==> config.mk <==
export PLATFORM = sky130hd
export DESIGN_NAME = serial_addsub_unit_flat
export DESIGN_NICKNAME = d
export VERILOG_FILES = /design/src/rtl/serial_addsub_pkg.sv /design/src/rtl/serial_addsub_unit_if.sv /design/src/rtl/addsub_bit_slice.sv /design/src/rtl/serial_addsub_unit.sv /design/src/flat_wrapper.sv
export SDC_FILE = /design/constraint.sdc
export NUM_CORES = 1
export LEC_CHECK = 0
export ABC_AREA = 1
export BUFFER_PORTS_ARGS = -buffer_cell sky130_fd_sc_hd__clkbuf_2
export CORE_MARGIN = 1
export CORE_UTILIZATION = 54
export CTS_CLUSTER_SIZE = 28
export DETAILED_ROUTE_END_ITERATION = 16
export PLACE_DENSITY = 0.89
export SETUP_SLACK_MARGIN = 0.02
export SYNTH_ARGS = -nofsm -noshare
export SYNTH_HDL_FRONTEND = slang
export SYNTH_SLANG_ARGS = --single-unit
==> constraint.sdc <==
create_clock -name clk -period 1.8 [get_ports clk]
set_clock_uncertainty 0.15 [all_clocks]
set_input_delay 0.09 -clock clk [delete_from_list [all_inputs] [get_ports clk]]
set_output_delay 0.09 -clock clk [all_outputs]
set_load 0.02 [all_outputs]
==> src/rtl/serial_addsub_pkg.sv <==
// Shared types and elaboration helpers for the digit-serial adder/subtractor.
package serial_addsub_pkg;

  typedef enum logic [1:0] {
    IDLE = 2'd0,
    RUN  = 2'd1,
    DONE = 2'd2
  } state_t;

  localparam int MIN_WIDTH = 2;
  localparam int MIN_DIGIT = 1;

  // Digit counter width; a single-digit operation still needs one bit.
  function automatic int cnt_width(input int width, input int digit);
    int n;
    n = $clog2(width / digit);
    return (n < 1) ? 1 : n;
  endfunction

  function automatic bit params_legal(input int width, input int digit);
    return (width >= MIN_WIDTH) && (digit >= MIN_DIGIT) &&
           (digit <= width) && ((width % digit) == 0);
  endfunction

endpackage

==> src/rtl/serial_addsub_unit_if.sv <==
// Operand/result handshake bundle; master drives operands, slave is the arithmetic unit.
interface serial_addsub_unit_if #(
  parameter int WIDTH = 16
);
  logic             in_valid;
  logic             in_ready;
  logic [WIDTH-1:0] op_a;
  logic [WIDTH-1:0] op_b;
  logic             sub;
  logic             out_valid;
  logic             out_ready;
  logic [WIDTH-1:0] result;
  logic             cout;
  logic             ovf;
  logic             zero;
  logic             busy;

  modport master (
    output in_valid, op_a, op_b, sub, out_ready,
    input  in_ready, out_valid, result, cout, ovf, zero, busy
  );

  modport slave (
    input  in_valid, op_a, op_b, sub, out_ready,
    output in_ready, out_valid, result, cout, ovf, zero, busy
  );
endinterface

==> src/rtl/addsub_bit_slice.sv <==
// One-bit full adder; chained DIGIT times to form the per-cycle ripple.
module addsub_bit_slice (
  input  logic i_a,
  input  logic i_b,
  input  logic i_cin,
  output logic o_sum,
  output logic o_cout
);
  assign o_sum  = i_a ^ i_b ^ i_cin;
  assign o_cout = (i_a & i_b) | (i_cin & (i_a ^ i_b));
endmodule

==> src/rtl/serial_addsub_unit.sv <==
// Digit-serial two's-complement add/subtract: WIDTH bits in WIDTH/DIGIT cycles,
// subtraction done as A + ~B + 1 with the +1 injected through the carry register.
module serial_addsub_unit
  import serial_addsub_pkg::*;
#(
  parameter int WIDTH = 16,
  parameter int DIGIT = 1
) (
  input  logic                clk,
  input  logic                rst_n,
  serial_addsub_unit_if.slave bus
);

  localparam int NDIG = WIDTH / DIGIT;
  localparam int CW   = cnt_width(WIDTH, DIGIT);
  localparam logic [CW-1:0] LAST = CW'(NDIG - 1);

  generate
    if (!params_legal(WIDTH, DIGIT)) begin : g_bad_params
      $error("serial_addsub_unit: illegal WIDTH/DIGIT combination");
    end
  endgenerate

  state_t           r_state;
  state_t           w_state_next;
  logic [WIDTH-1:0] r_a;
  logic [WIDTH-1:0] r_b;
  logic [WIDTH-1:0] r_result;
  logic [WIDTH-1:0] w_res_next;
  logic [CW-1:0]    r_cnt;
  logic             r_carry;
  logic             r_cout;
  logic             r_ovf;
  logic [DIGIT:0]   w_chain;
  logic [DIGIT-1:0] w_sum;
  logic             w_last;
  logic             w_accept;
  logic             w_in_ready;
  logic             w_out_valid;
  logic             w_busy;

  assign w_chain[0] = r_carry;
  assign w_last     = (r_cnt == LAST);
  assign w_accept   = (r_state == IDLE) && bus.in_valid;

  generate
    for (genvar gi = 0; gi < DIGIT; gi++) begin : g_slice
      addsub_bit_slice u_slice (
        .i_a    (r_a[gi]),
        .i_b    (r_b[gi]),
        .i_cin  (w_chain[gi]),
        .o_sum  (w_sum[gi]),
        .o_cout (w_chain[gi+1])
      );
    end

    // New sum digit enters at the MSB end so the result is aligned after the last digit.
    if (DIGIT == WIDTH) begin : g_res_full
      assign w_res_next = w_sum;
    end else begin : g_res_shift
      assign w_res_next = {w_sum, r_result[WIDTH-1:DIGIT]};
    end
  endgenerate

  always_ff @(posedge clk or negedge rst_n) begin
    if (!rst_n) r_state <= IDLE;
    else        r_state <= w_state_next;
  end

  always_comb begin
    w_state_next = r_state;
    unique case (r_state)
      IDLE:    if (bus.in_valid)  w_state_next = RUN;
      RUN:     if (w_last)        w_state_next = DONE;
      DONE:    if (bus.out_ready) w_state_next = IDLE;
      default:                    w_state_next = IDLE;
    endcase
  end

  always_comb begin
    w_in_ready  = (r_state == IDLE);
    w_out_valid = (r_state == DONE);
    w_busy      = (r_state != IDLE);
  end

  always_ff @(posedge clk or negedge rst_n) begin
    if (!rst_n) begin
      r_a      <= '0;
      r_b      <= '0;
      r_result <= '0;
      r_cnt    <= '0;
      r_carry  <= 1'b0;
      r_cout   <= 1'b0;
      r_ovf    <= 1'b0;
    end else if (w_accept) begin
      r_a     <= bus.op_a;
      r_b     <= bus.sub ? ~bus.op_b : bus.op_b;
      r_carry <= bus.sub;
      r_cnt   <= '0;
    end else if (r_state == RUN) begin
      r_a      <= r_a >> DIGIT;
      r_b      <= r_b >> DIGIT;
      r_result <= w_res_next;
      r_carry  <= w_chain[DIGIT];
      r_cnt    <= r_cnt + CW'(1);
      // In the final digit the top slice is the MSB, so its carry-in/out give overflow.
      if (w_last) begin
        r_cout <= w_chain[DIGIT];
        r_ovf  <= w_chain[DIGIT] ^ w_chain[DIGIT-1];
      end
    end
  end

  assign bus.in_ready  = w_in_ready;
  assign bus.out_valid = w_out_valid;
  assign bus.busy      = w_busy;
  assign bus.result    = r_result;
  assign bus.cout      = r_cout;
  assign bus.ovf       = r_ovf;
  assign bus.zero      = w_out_valid && (r_result == '0);

endmodule

==> src/flat_wrapper.sv <==
// flat-port wrapper written by rule: the top's interface ports become plain ports
module serial_addsub_unit_flat import serial_addsub_pkg::*;
#(
  parameter int WIDTH = 16,
  parameter int DIGIT = 1
)
  (clk, rst_n, bus_in_valid, bus_op_a, bus_op_b, bus_sub, bus_out_ready, bus_in_ready, bus_out_valid, bus_result, bus_cout, bus_ovf, bus_zero, bus_busy);
  serial_addsub_unit_if #(.WIDTH(WIDTH)) bus_i ();
  input  logic clk;
  input  logic rst_n;
  input wire logic [$bits(bus_i.in_valid)-1:0] bus_in_valid;
  input wire logic [$bits(bus_i.op_a)-1:0] bus_op_a;
  input wire logic [$bits(bus_i.op_b)-1:0] bus_op_b;
  input wire logic [$bits(bus_i.sub)-1:0] bus_sub;
  input wire logic [$bits(bus_i.out_ready)-1:0] bus_out_ready;
  output wire logic [$bits(bus_i.in_ready)-1:0] bus_in_ready;
  output wire logic [$bits(bus_i.out_valid)-1:0] bus_out_valid;
  output wire logic [$bits(bus_i.result)-1:0] bus_result;
  output wire logic [$bits(bus_i.cout)-1:0] bus_cout;
  output wire logic [$bits(bus_i.ovf)-1:0] bus_ovf;
  output wire logic [$bits(bus_i.zero)-1:0] bus_zero;
  output wire logic [$bits(bus_i.busy)-1:0] bus_busy;
  assign bus_i.in_valid = bus_in_valid;
  assign bus_i.op_a = bus_op_a;
  assign bus_i.op_b = bus_op_b;
  assign bus_i.sub = bus_sub;
  assign bus_i.out_ready = bus_out_ready;
  assign bus_in_ready = bus_i.in_ready;
  assign bus_out_valid = bus_i.out_valid;
  assign bus_result = bus_i.result;
  assign bus_cout = bus_i.cout;
  assign bus_ovf = bus_i.ovf;
  assign bus_zero = bus_i.zero;
  assign bus_busy = bus_i.busy;
  serial_addsub_unit #(.WIDTH(WIDTH), .DIGIT(DIGIT)) u_core (.clk(clk), .rst_n(rst_n), .bus(bus_i));
endmodule
==> reports/results.tsv, run 1 <==
metric	value	unit
CP endpoint kind	primary output	
leakage	2.10	nW
CTS clk-pin slew, worst paths	0.07	ns
net count after synthesis	434	
worst skew pair latency	0.34	ns
TritonCTS clock tree	yes	
Internal	3.23	mW
Worst Hold Slack	0.0846	ns
core area	0.00511	mm^2
Post-CTS Setup Inserts	0	
Max Root-Sink Buffers	2	
placed cell count	514	
Slew Limit Fails	0	
Final Hold Vio Count	0	
Post-DRT Antenna Nets	0	
CTS H-tree lvls	3	
Sw Ratio	40.3	%
synthesized area	0.00285	mm^2
RSZ-0062 raised after global routing	false	
first-pass GRT wire length	10900	um
first-pass detailed-route iteration total	4	
Avg Cell Area, Syn	7.22	um^2
total die area	0.00557	mm^2
Slew @ Worst Pin	0.417	ns
Setup Slack @ Placement	0.297	ns
Crit path required time	1.56	ns
worst setup margin	0.136	ns
gr usage total	26.3	%
status	finished clean	
kind of critical path	reg -> out	
pwr dens	1450	mW/mm^2
Via density	4.89	
n_diodes	0	
layout cell share with drive strength beyond 1	18.2	%
antenna violations before repair	0	
PortBufs	58	
total gr overflow	0	
most common cell in the synthesized netlist	nand2_1	
Root Buffer	clkbuf_8	
Top FF cell, synth	dfrtp_1	
via count	2758	
Top Usage Layer GRT	met2	
Final #Nets	528	
Post-route DRC	0	
CTS buffer count	9	
Synth area leaders	dfrtp_1 50%, nand2_1 30%, inv_1 4.0%	
setup_tns	0	ns
Post-synth EDFFs	0	
count of different cell masters after synthesis	21	
FF+latch count, synth	57	
Clk pwr share	21.6	%
height of the die	74.7	um
min-delay worst type	in -> reg	
ys async rst share	100	%
Seq/Total Area, Yosys	50.0	%
area added between synthesis and finish	31.3	%
final worst path period need	1.66	ns
Critical Path Start Type	flop	
Sw Pwr	2.19	mW
Max Clock Freq	0.601	GHz
GR Util met2	43.4	%
drt total wl	6580	um
met1 usage	32.1	%
Max-Cap Viols	0	
largest net degree at the start of global routing	58	
Synth top cells by count	230 x nand2_1, 57 x dfrtp_1, 30 x inv_1, 19 x nand3_1, 16 x o21ai_0	
Clock Sink Count	57	
period utilization	92.5	%
Peak supply drop	0.659	mV
CP arrival	1.42	ns
Ys Warns	0	
post-route insts no fill	564	
drt wl/cell	11.7	um
Synth top area share	50.0	%
vias in the first global route	2615	
I/O Pins	59	
die width	74.7	um
FP Rows	26	
GPL Wtd Cong	0.775	
power share of the combinational group	37.9	%
slew margin rel.	72.2	%
Synth area leader	dfrtp_1	
CP max FO	5	
Synth Instances	395	
Starting Density	55.8	%
# setup viols final	0	
Starting DRT DRC Count	202	
DP HPWL	4000	um
M3 GR Usage	7.23	%
total power	5.42	mW
sequential share of power	40.4	%
layout make-up:
| class | instances | area [um^2] |
|---|---|---|
| Clock buffer | 9 | 124 |
| Clock inverter | 7 | 71.3 |
| Fill cell | 382 | 1370 |
| Inverter | 32 | 120 |
| Multi-Input combinational cell | 288 | 1190 |
| Sequential cell | 57 | 1430 |
| Tap cell | 70 | 87.6 |
| Timing Repair Buffer | 101 | 723 |
layout by cell type, fill, tap and decap left out, drive strengths merged:
cell         count
inv             32
bufinv           1
o31ai            1
fa               1
clkbuf          67
xnor2            1
buf              9
ha               1
nor2            13
xor2             1
dfrtp           57
o21ai           19
nand3           19
clkinv           3
dlygate4sd3     34
clkinvlp         3
nand4            1
nand2          231
power groups by stage:
stage	clock [mW]	sequential (mW)	combinational, mW
6_report	1.17	2.19	2.06
3_5_place_dp	0	2.20	1.98
3_3_place_gp	0	2.17	1.90
5_1_grt	1.25	2.25	2.36
4_1_cts	1.19	2.18	2.05
2_1_floorplan	0	2.32	1.30
worst paths after layout:
check,slack [ns],endpoint,from,depth (start not counted)
worst max-delay path,0.14,bus_zero,u_core.r_state[1],5
worst min-delay path,0.08,u_core.r_carry,bus_sub,4
worst max register to register,0.24,u_core.r_a[3],u_core.r_state[0],6
worst min register to register,0.33,u_core.bus.cout,u_core.bus.cout,2
max in group asynchronous,1.10,u_core.r_b[2],rst_n,3
min in group asynchronous,0.14,u_core.r_state[1],rst_n,3
worst max-delay path, cell delays in order, from the launching register on:
cell and delay, ns:
dfrtp_1 0.44, inv_1 0.14, nor2_2 0.14, nand4_1 0.09, nor2_1 0.11, clkbuf_2 0.17
sequential cells by signal, summed over array words and instances (netlist names):
name,count
u_core.bus.cout,1
u_core.r_carry,1
u_core.bus.result,16
u_core.bus.ovf,1
u_core.r_cnt,4
u_core.r_state,2
u_core.r_a,16
u_core.r_b,16
stage by stage:
stage	utilization (%)	area [um^2]
floorplan	-	2850
global placement	62.7	3200
detailed placement	62.7	3200
CTS	73.2	3740
global route	73.2	3740
finish	73.2	3740
logic make-up after synthesis:
kind of cell	after synthesis	synth area share, %
DFF	57	50.0
buffers and inverters	50	8.52
and+or+nand+nor	264	36.0
xor gates and xnor gates	2	0.615
AOI/OAI and AO/OA	20	3.73
adders and majority gates	2	1.14
timing repair:
item / CTS / global route
hold buffers: 34 / 0
setup endpoints to repair: 0 / 1
resized for setup: 0 / 1
hold endpoints to repair: 90 / 0
routing by layer:
layer,up-vias,share of wire [%]
met5,-,0
met4,0,2.8
met3,18,4.4
met2,90,49
met1,1270,44
li1,1380,-
Note: power is estimated with default switching activity, not from simulation.
==> inputs of run 2 (changes only) <==
--- a/config.mk
+++ b/config.mk
@@ -11,7 +11,7 @@
 export CORE_UTILIZATION = 54
 export CTS_CLUSTER_SIZE = 28
 export DETAILED_ROUTE_END_ITERATION = 16
-export PLACE_DENSITY = 0.89
+export PLACE_DENSITY = 0.84
 export SETUP_SLACK_MARGIN = 0.02
 export SYNTH_ARGS = -nofsm -noshare
 export SYNTH_HDL_FRONTEND = slang
==> run 2 against run 1 <==
  * Cell area down 0.64%
  * Critical path depth up 1
  * Sequential power barely moved
  * Utilization is 0.47 points lower
  * Combinational power down 2%
  * Flip-flop and latch count unchanged
  * Non-clock buffer count fell by 4
  * Critical endpoint unchanged
  * Clock power increased by 9%
  * Worst hold slack lost 0.023 ns
  * Routed wire length shrank 6.0%
  * Critical path type unchanged
==> reports/results.tsv, run 2 (synthesized netlist as in run 1, its figures left out) <==
metric	value	unit	change
Max-Cap Viols	0		unchanged
Sw Ratio	38.2	%	was 40.3%
Reg2Reg Setup Slack	0.25	ns	was 0.24 ns
Via density	4.80		was 4.89
total die area	0.00557	mm^2	unchanged
Final #Nets	524		was 528
Reg2Reg Capture Point	u_core.r_b[0]		was u_core.r_a[3]
CP endpoint kind	primary output		unchanged
n_diodes	0		unchanged
Slew Limit Fails	0		unchanged
PortBufs	58		unchanged
CP max FO	4		was 5
Post-CTS Setup Inserts	0		unchanged
Starting Density	55.8	%	unchanged
power share of the combinational group	36.7	%	was 37.9%
RSZ-0062 raised after global routing	false		unchanged
vias in the first global route	2458		was 2615
Post-DRT Antenna Nets	0		unchanged
fill count	383		was 382
Sw Pwr	2.09	mW	was 2.19 mW
first-pass GRT wire length	9960	um	was 10900 um
total gr overflow	0		unchanged
Clk pwr share	23.3	%	was 21.6%
slew margin rel.	71.5	%	was 72.2%
Critical Path Start Type	flop		unchanged
status	finished clean		unchanged
core area	0.00511	mm^2	unchanged
FF-to-FF path depth	6		unchanged
Starting DRT DRC Count	124		was 202
die width	74.7	um	unchanged
layout cell share with drive strength beyond 1	17.0	%	was 18.2%
WHS Endpoint	u_core.r_b[0]		was u_core.r_carry
Final Hold Vio Count	0		unchanged
sequential share of power	40.0	%	was 40.4%
# setup viols final	0		unchanged
Root Buffer	clkbuf_8		unchanged
DP HPWL	3840	um	was 4000 um
setup_tns	0	ns	unchanged
CP arrival	1.37	ns	was 1.42 ns
Reg2Reg Launch Point	u_core.r_state[0]		unchanged
CTS buffer count	9		unchanged
gr usage total	23.6	%	was 26.3%
Post-route DRC	0		unchanged
Slew @ Worst Pin	0.428	ns	was 0.417 ns
Peak supply drop	0.606	mV	was 0.659 mV
Worst Hold Path Cells	6		was 4
final worst path period need	1.61	ns	was 1.66 ns
worst skew pair latency	0.32	ns	was 0.34 ns
min-delay worst type	in -> reg		unchanged
antenna violations before repair	0		unchanged
drt wl/cell	11.1	um	was 11.7 um
I/O Pins	59		unchanged
FP Rows	26		unchanged
leading cell type in the layout, fill and taps excluded	nand2_1		unchanged
Internal	3.39	mW	was 3.23 mW
first-pass detailed-route iteration total	4		unchanged
Worst Hold Slack	0.0612	ns	was 0.0846 ns
Clock Sink Count	57		unchanged
period utilization	89.2	%	was 92.5%
GPL Wtd Cong	0.758		was 0.775
Max Clock Freq	0.623	GHz	was 0.601 GHz
placed cell count	511		was 514
TritonCTS clock tree	yes		unchanged
CTS clk-pin slew, worst paths	0.06	ns	was 0.07 ns
CTS H-tree lvls	3		unchanged
pwr dens	1470	mW/mm^2	was 1450 mW/mm^2
drt total wl	6180	um	was 6580 um
leakage	2.09	nW	was 2.10 nW
Max Root-Sink Buffers	2		unchanged
hold_sp	bus_op_b[0]		was bus_sub
largest net degree at the start of global routing	58		unchanged
via count	2681		was 2758
area added between synthesis and finish	30.4	%	was 31.3%
height of the die	74.7	um	unchanged
Crit path required time	1.56	ns	about the same
post-route insts no fill	559		was 564
kind of critical path	reg -> out		unchanged
most frequent cells in the layout	230 x nand2_1, 58 x clkbuf_2, 57 x dfrtp_1		unchanged
## run 2: worst max-delay path, stage by stage, from the launching register on
cell and delay, ns:
dfrtp_1 0.42, nor2_1 0.12, nand2_1 0.07, nor2_1 0.11, nand2_1 0.06, nor2_1 0.09, clkbuf_2 0.17
## run 2: power by group through the flow
stage	sequential, mW	clock (mW)	combinational, mW
finish	2.19	1.27	2.01
global route	2.26	1.34	2.31
CTS	2.18	1.30	2.04
detailed placement	2.19	0	1.97
global placement	2.17	0	1.88
floorplan	2.32	0	1.30
## run 2: routing by layer
layer / part of all wire (%) / wire length, um / GRT usage (%)
met5: 0 / 0 / 0
met4: 1.8 / 112 / 12.4
met3: 3.7 / 229 / 4.15
met2: 49 / 3010 / 41.3
met1: 46 / 2830 / 27.8
## run 2: cell type report
cell class	instances	area [um^2]	area share [%]
Tap cell	70	87.6	2.36
Inverter	32	121	3.26
Clock inverter	3	65.1	1.75
Multi-Input combinational cell	288	1180	31.8
Clock buffer	12	145	3.90
Timing Repair Buffer	97	691	18.6
Sequential cell	57	1430	38.4
## run 2: repair_timing
action / in CTS / in global routing
setup endpoints to repair: 0 / 1
endpoints found under the hold margin: 89 / 0
hold buffers: 33 / 0
gates resized for setup: 0 / 1
## run 2: worst max path at each step
stage	slack, ns	to	cells after the start	start
finish	0.19	bus_zero	6	u_core.bus.result[7]
global route	0.05	bus_zero	5	u_core.r_state[1]
CTS	0.13	u_core.r_b[0]	6	u_core.r_state[0]
detailed placement	0.19	u_core.r_b[10]	6	u_core.r_state[0]
global placement	0.29	u_core.r_b[10]	6	u_core.r_state[0]
floorplan	0.32	bus_zero	4	u_core.r_state[1]
## run 2: through the flow
stage               util [%]  cell area [um^2]  power, mW  worst slack (ns)
finish                  72.8              3720       5.48             0.194
global route            72.8              3720       5.91            0.0518
CTS                     72.8              3720       5.52             0.131
detailed placement      62.2              3180       4.16             0.189
global placement        62.2              3180       4.05             0.289
floorplan                  -              2850       3.62             0.316
